<file path="src/rtl/cpu_pkg.sv">
// ---------------------------------------------------------------------------
// cpu_pkg
// Shared widths, timeout limit and the fetch FSM state type for the CPU
// front end. Imported by fetch_unit and pc_counter.
// ---------------------------------------------------------------------------
package cpu_pkg;

    localparam int PC_W          = 13;  // program counter / word address width
    localparam int INSTR_W       = 16;  // instruction word width
    localparam int OPCODE_W      = 4;   // opcode field width, ir[15:12]
    localparam int FETCH_TIMEOUT = 15;  // READ cycles without ack before ERR
    localparam int WAIT_W        = 4;   // wait counter width, holds 0..FETCH_TIMEOUT

    typedef enum logic [1:0] {
        IDLE = 2'd0,
        READ = 2'd1,
        DONE = 2'd2,
        ERR  = 2'd3
    } fetch_state_t;

endpackage : cpu_pkg

</file>
<file path="src/rtl/pc_counter.sv">
// ---------------------------------------------------------------------------
// pc_counter
// Program counter register with parallel load and increment. Load has
// priority over increment; the increment wraps modulo 2^PC_W.
//
// Ports
//   clk      in   clock, rising edge
//   rst      in   asynchronous active-high reset, clears pc to 0
//   load     in   load load_val into pc
//   load_val in   PC_W-bit value to load
//   inc      in   increment pc by one (ignored when load is set)
//   pc       out  current program counter
// ---------------------------------------------------------------------------
module pc_counter
    import cpu_pkg::*;
(
    input  logic            clk,
    input  logic            rst,
    input  logic            load,
    input  logic [PC_W-1:0] load_val,
    input  logic            inc,
    output logic [PC_W-1:0] pc
);

    // NOTE: sequential state is written with non-blocking assignments only,
    // so every register samples the pre-edge values of its neighbours.
    always_ff @(posedge clk or posedge rst) begin
        if (rst) begin
            pc <= '0;
        end else if (load) begin
            pc <= load_val;
        end else if (inc) begin
            pc <= pc + PC_W'(1);
        end
    end

endmodule : pc_counter

</file>
<file path="src/rtl/fetch_unit.sv">
// ---------------------------------------------------------------------------
// fetch_unit
// Instruction fetch sequencer. On a fetch request it reads the word at pc
// from instruction memory, holds the read until acknowledged, captures the
// word into ir and advances pc. Jumps load pc directly when idle, or are
// parked in a one-entry pending register while a fetch is in flight and
// applied on the way back to IDLE. A read left unacknowledged for
// FETCH_TIMEOUT cycles parks the unit in ERR until reset.
//
// Ports
//   clk, rst     clock (rising edge) and asynchronous active-high reset
//   fetch_req    request to fetch the next instruction (pulse)
//   fetch_done   one-cycle pulse, ir/opcode hold the new instruction
//   fetch_busy   high while a fetch is in flight (READ, DONE)
//   jump_en      load pc from jump_target (pulse)
//   jump_target  jump destination word address
//   mem_addr     instruction memory word address (== pc)
//   mem_rd       memory read strobe, high only in READ
//   mem_ack      read complete, mem_rdata valid in the same cycle
//   mem_rdata    memory read data
//   ir, opcode   instruction register and its top field
//   pc           address of the next fetch
//   fetch_err    sticky timeout flag
// ---------------------------------------------------------------------------
module fetch_unit
    import cpu_pkg::*;
(
    input  logic                clk,
    input  logic                rst,
    input  logic                fetch_req,
    output logic                fetch_done,
    output logic                fetch_busy,
    input  logic                jump_en,
    input  logic [PC_W-1:0]     jump_target,
    output logic [PC_W-1:0]     mem_addr,
    output logic                mem_rd,
    input  logic                mem_ack,
    input  logic [INSTR_W-1:0]  mem_rdata,
    output logic [INSTR_W-1:0]  ir,
    output logic [OPCODE_W-1:0] opcode,
    output logic [PC_W-1:0]     pc,
    output logic                fetch_err
);

    fetch_state_t      state, next_state;
    logic [WAIT_W-1:0] wait_cnt;
    logic              pend_valid;
    logic [PC_W-1:0]   pend_target;

    logic              pc_load;
    logic [PC_W-1:0]   pc_load_val;
    logic              pc_inc;
    logic              ir_load;

    pc_counter u_pc_counter (
        .clk      (clk),
        .rst      (rst),
        .load     (pc_load),
        .load_val (pc_load_val),
        .inc      (pc_inc),
        .pc       (pc)
    );

    always_ff @(posedge clk or posedge rst) begin
        if (rst) begin
            state <= IDLE;
        end else begin
            state <= next_state;
        end
    end

    // NOTE: every signal driven here gets a default first, so no path
    // through the case statement can leave one unassigned and infer a latch.
    always_comb begin
        next_state  = state;
        pc_load     = 1'b0;
        pc_load_val = jump_target;
        pc_inc      = 1'b0;
        ir_load     = 1'b0;

        unique case (state)
            IDLE: begin
                // A jump issued with the request lands in pc before READ,
                // so the fetch addresses the target and then increments it.
                if (jump_en) begin
                    pc_load = 1'b1;
                end
                if (fetch_req) begin
                    next_state = READ;
                end
            end
            READ: begin
                if (mem_ack) begin
                    ir_load    = 1'b1;
                    pc_inc     = 1'b1;
                    next_state = DONE;
                end else if (wait_cnt == WAIT_W'(FETCH_TIMEOUT - 1)) begin
                    next_state = ERR;
                end
            end
            DONE: begin
                // A jump arriving in this very cycle is newer than anything
                // pending, so it wins.
                next_state = IDLE;
                if (jump_en) begin
                    pc_load = 1'b1;
                end else if (pend_valid) begin
                    pc_load     = 1'b1;
                    pc_load_val = pend_target;
                end
            end
            ERR: begin
                next_state = ERR;
            end
            default: begin
                next_state = IDLE;
            end
        endcase
    end

    // NOTE: ir, the wait counter and the pending jump are all cleared by
    // rst; none of them is large enough to be worth leaving unreset.
    always_ff @(posedge clk or posedge rst) begin
        if (rst) begin
            wait_cnt    <= '0;
            pend_valid  <= 1'b0;
            pend_target <= '0;
            ir          <= '0;
        end else begin
            if (state == READ && !mem_ack) begin
                wait_cnt <= wait_cnt + WAIT_W'(1);
            end else begin
                wait_cnt <= '0;
            end

            if (state == DONE) begin
                pend_valid <= 1'b0;
            end else if (state == READ && jump_en) begin
                pend_valid  <= 1'b1;
                pend_target <= jump_target;
            end

            if (ir_load) begin
                ir <= mem_rdata;
            end
        end
    end

    assign mem_addr   = pc;
    assign mem_rd     = (state == READ);
    assign fetch_busy = (state == READ) || (state == DONE);
    assign fetch_done = (state == DONE);
    assign fetch_err  = (state == ERR);   // sticky: ERR is left only by rst
    assign opcode     = ir[INSTR_W-1 -: OPCODE_W];

endmodule : fetch_unit

</file>
<file path="config.mk">
export PLATFORM = sky130hd
export DESIGN_NAME = fetch_unit
export DESIGN_NICKNAME = d
export VERILOG_FILES = /design/src/rtl/cpu_pkg.sv /design/src/rtl/pc_counter.sv /design/src/rtl/fetch_unit.sv
export SDC_FILE = /design/constraint.sdc
export NUM_CORES = 1
export LEC_CHECK = 0
export ABC_AREA = 1
export CORE_MARGIN = 1.5
export CORE_UTILIZATION = 47
export DETAILED_ROUTE_END_ITERATION = 16
export PLACE_DENSITY = 0.81
export SLEW_MARGIN = 10
export SYNTH_ARGS = -nofsm -noshare
export SYNTH_HDL_FRONTEND = slang
export SYNTH_SLANG_ARGS = --single-unit
</file>
<file path="constraint.sdc">
create_clock -name clk -period 2.05 [get_ports clk]
set_input_delay 0.41 -clock clk [delete_from_list [all_inputs] [get_ports clk]]
set_output_delay 0.41 -clock clk [all_outputs]
set_load 0.02 [all_outputs]
</file>
**Word-level counts from Yosys, hierarchy flattened**

Index checks and enable logic that the tools add are counted.

- Add/subtract/negate cells: 2
- Equal/unequal tests: 6
- Mux-type cells: 18
- Bitwise logic cells: 1
- Reduce and logical (&&, ||, !) cells: 9

Operators with widths:

| operator | count |
|---|---|
| $mux W13 | 5 |
| $add A13 B1 Y13 const B | 1 |
| $pmux W2 S4 | 1 |
| $mux W1 | 7 |
| $mux W2 | 3 |
| $add A4 B1 Y4 const B | 1 |
| $eq A2 B2 Y1 const B | 2 |
| $eq A4 B4 Y1 const B | 1 |
| $mux W4 | 1 |
| $reduce_and A2 Y1 | 2 |
| $reduce_bool A2 Y1 | 2 |
| $ne A3 B1 Y1 const B | 1 |
| $eq A2 B1 Y1 const B | 1 |
| $logic_and A1 B1 Y1 | 2 |
| $logic_not A2 Y1 | 1 |
| $ne A2 B2 Y1 const B | 1 |
| $pmux W1 S2 | 1 |
| $logic_not A1 Y1 | 1 |
| $logic_or A1 B1 Y1 | 1 |
| $not A1 Y1 | 1 |

- Flip-flop bits (word level): 49
- Input bits: 34
- Word-level logic and storage cells: 42

**Longest topological paths before layout**

- Depth in word-level cells: 4
- Mapped depth: 10

**Modules after synthesis**

From an unflattened synthesis, not the netlist that was laid out.

- Cell total of the unflattened synthesis: 335
- Area, all modules: 2811.4 µm²

By module, submodules not included:

| module | instances | cells an instance | area an instance (µm²) | sequential area each (µm²) |
|---|---|---|---|---|
| fetch_unit | 1 | 223 | 1970.6 | 900.9 |
| pc_counter | 1 | 112 | 840.8 | 325.3 |

**Worst setup path after synthesis**

No wires, ideal clock.

- Path type: reg-to-reg
- Start: register state[1]
- End: register u_pc_counter.pc[1]
- Arrival: 1527 ps
- Required time: 1955 ps
- Slack: 427 ps
- Stages on the path, launching flop included: 8
- Path buffers: 1
- Path through: dfrtp_1 -> inv_1 -> ha_1 -> nand2_1 -> inv_2 -> buf_4 -> nor2_1 -> o31ai_1

- Cells in the longest elaborated chain, start to end: 3
- Elaborated cells between the ends (all ways): 8
- Those cells by class: eq/ne (2); mux (4); reduce/logical (2)

Ends and longest elaborated chain:

| item | line | text |
|---|---|---|
| from (decl) | fetch_unit.sv:45 | `fetch_state_t state, next_state;` |
| from (signal assigned) | fetch_unit.sv:68 | `state <= next_state;` |
| $eq A2 B1 Y1 | - |  |
| via mem_rd | fetch_unit.sv:36 | `output logic mem_rd,` |
| $mux W1 | fetch_unit.sv:81 | `unique case (state)` |
| $reduce_bool A2 Y1 (no source line) | - |  |
| to (signal assigned) | pc_counter.sv:31 | `pc <= load_val;` |
| to (signal assigned) | pc_counter.sv:33 | `pc <= pc + PC_W'(1);` |
| to (decl) | pc_counter.sv:22 | `output logic [PC_W-1:0] pc` |

The timed path passes the listed nets, and every way through them passes these cells.
A chain may end at the register's enable or synchronous reset.

**Worst setup path after layout**

- Start: register state[1]
- End: output port mem_rd

- Cells in the longest elaborated chain, start to end: 1

Ends and longest elaborated chain:

| item | line | text |
|---|---|---|
| $eq A2 B1 Y1 | fetch_unit.sv:150 | `assign mem_rd = (state == READ);` |
| to (decl) | fetch_unit.sv:36 |  |

Every way passes these cells.

==> flow_summary.json <==
{
  "status": "complete, no violations",
  "cts.sinks": 49,
  "dr.pass1.iters": 4,
  "fmax_ghz": 0.535,
  "port_buffers": 83,
  "fp.dieW_microns": 78.6,
  "gp_congestion": 0.872,
  "core_area_sq_um": 5510,
  "htree_levels": 2,
  "die_height_microns": 78.6,
  "dp_cells": 479,
  "place_hpwl_microns": 4640,
  "layout_common_cells": "nand2_1, clkdlybuf4s50_1, dfrtp_1, nor2_1, inv_1",
  "final_area_sq_um": 3580,
  "power.density_nw_per_um2": 1510,
  "cts.repair.resized": 3,
  "ctsHoldBuffers": 0,
  "grt_antenna_before_repair": 0,
  "vias": 2424,
  "cellLeakagePower_nw": 1.77,
  "syn_to_final_growth_pct": 33.3,
  "cap_viol_max_count": 0,
  "syn_avg_cell_area_sq_um": 7.82,
  "final_nets": 456,
  "first_global_vias": 2390,
  "hold_class": "input port to asynchronous set/reset pin",
  "cts_tree": "yes",
  "rsz0062_at_grt": "false",
  "finalPower_w": 0.00541,
  "fin_crit_ns": 1.87,
  "synth.largest_area_cell": "dfrtp_1",
  "cts_buffers": 5,
  "grt_overflow": 0,
  "seq_area_frac_synth_pct": 45.7,
  "required_ns": 1.64,
  "criticalPathCategory": "flop to output port",
  "fin_crit_sh_pct": 91.1,
  "placedInstanceArea_sq_um": 3500,
  "routed_wl_microns": 6220,
  "io_pins": 84,
  "layout.cells.non_filler": 487,
  "worstPathMaxFanout": 5,
  "final_common_cell": "nand2_1",
  "endpoint_kind": "output port",
  "clock_latency_ns": 0.30,
  "maxSlewViolCount": 0,
  "peakVddDrop_uv": 798,
  "hold_violations": 0,
  "cts-root-buf": "clkbuf_8",
  "ys_types": 29,
  "syn_nets": 385,
  "slew_headroom_pct": 76.4,
  "antenna_cells": 0,
  "grt.total_usage_pct": 22.0,
  "start_util_pct": 48.7,
  "crit_arrival_ns": 1.46,
  "synth_area_leaders": "dfrtp_1, nand2_1, buf_4, nor2_1, inv_1",
  "viasPerCell": 4.98,
  "layout-drive-gt1-share_pct": 8.19,
  "die_area_sq_um": 6170,
  "ys_ff_latch": 49,
  "drc": 0,
  "fin_worst_hold_slack_ns": 0.462,
  "fin_setup_tns_ns": 0,
  "clkTransAtPathRegs_ns": 0.08,
  "post_cts_buffers": 0,
  "worst_clock_skew_ns": 0.00771,
  "setup_viol": 0,
  "yosys_warnings": 0,
  "syn_area_sq_um": 2680,
  "wl_per_cell_microns": 12.8,
  "yosys.area.top_type_share_pct": 45.7,
  "fp-row-count": 27,
  "startpoint_type": "flop",
  "drtAntennaViolNets": 0,
  "grt_max_degree": 50,
  "cts_buffer_depth": 2,
  "grt_pass1_wl_microns": 10800,
  "tightest_slew_ns": 0.353,
  "drt_iter0_drc": 164,
  "postSynthCellCount": 343
}
==> layer usage <==
metal | wire length, microns | up-vias | GRT usage [%]
met5 | 0 | - | 0
met4 | 63 | 0 | 6.96
li1 | - | 1210 | -
met2 | 2990 | 88 | 37.8
met3 | 384 | 7 | 4.42
met1 | 2780 | 1119 | 27.5
==> Yosys cell counts <==
cell type,count
ha_1,8
nand4_1,4
o21a_1,1
nor2_1,36
nor2_2,3
o211ai_2,1
inv_4,2
dfrtp_1,49
o211ai_1,2
buf_2,2
buf_4,18
o21ai_0,19
inv_1,29
nand3_1,21
inv_2,4
nand2_2,1
buf_6,3
nor3_1,4
a21oi_2,1
clkbuf_1,4
a21oi_1,16
nor2_4,1
o31ai_1,1
xor2_1,2
mux2_2,1
o21ai_1,8
nand3_2,2
nand2_1,98
nand2_4,2
==> where the power goes <==
group          switching, W  total, W  internal, W  leakage, nW
combinational       0.00175   0.00311      0.00136         1.12
clock              0.000306  0.000543     0.000237       0.0450
sequential         0.000376   0.00177      0.00139        0.603
==> through the flow <==
| stage | worst slack, ns | utilization [%] |
|---|---|---|
| after floorplan | 0.427 | - |
| after detailed placement | 0.180 | 63.5 |
| after CTS | 0.0909 | 64.9 |
| after global routing | 0.0725 | 65.0 |
| after global placement | 0.234 | 63.5 |
| final | 0.183 | 65.0 |
==> flip-flops by register name (all words and copies together), names as in the netlist <==
| signal | flops |
|---|---|
| pend_valid | 1 |
| pend_target | 13 |
| state | 2 |
| wait_cnt | 4 |
| u_pc_counter.pc | 13 |
| ir | 16 |
==> final cells by class <==
class,count,area (sq um)
clock inverters,2,10.0
flip-flops and latches,49,1230
clock buffers,6,72.6
repair buffers,91,915
inverters,35,136
fillers,489,1930
well taps,72,90.1
multi-input cells,232,1130
==> path summary, 6_finish.rpt <==
check                               from            endpoint  slack [ns]  cells after the start
max in group asynchronous            rst      pend_target[6]        1.37                      3
worst min-delay path                 rst         wait_cnt[2]        0.46                      3
min in group clk                   ir[6]               ir[6]        0.48                      2
worst max-delay path            state[1]              mem_rd        0.18                      3
worst min register to register     ir[6]               ir[6]        0.48                      2
worst max register to register  state[1]  u_pc_counter.pc[6]        0.33                      8
==> cells by family after synthesis <==
logic type / count (synthesis) / share of synthesized area, %
xor gates and xnor gates: 2 / 0.653
muxes: 1 / 0.420
and+or+nand+nor: 172 / 27.3
DFF: 49 / 45.7
adders and majority gates: 8 / 3.73
AOI/OAI and AO/OA: 49 / 9.93
buffers and inverters: 62 / 12.3
==> worst max-delay path: stages, from the launching register on <==
cell           delay, ns
dfrtp_1             0.41
inv_1               0.13
ha_1                0.26
dlygate4sd2_1       0.36
No activity file was read; power rests on OpenSTA's default activity.
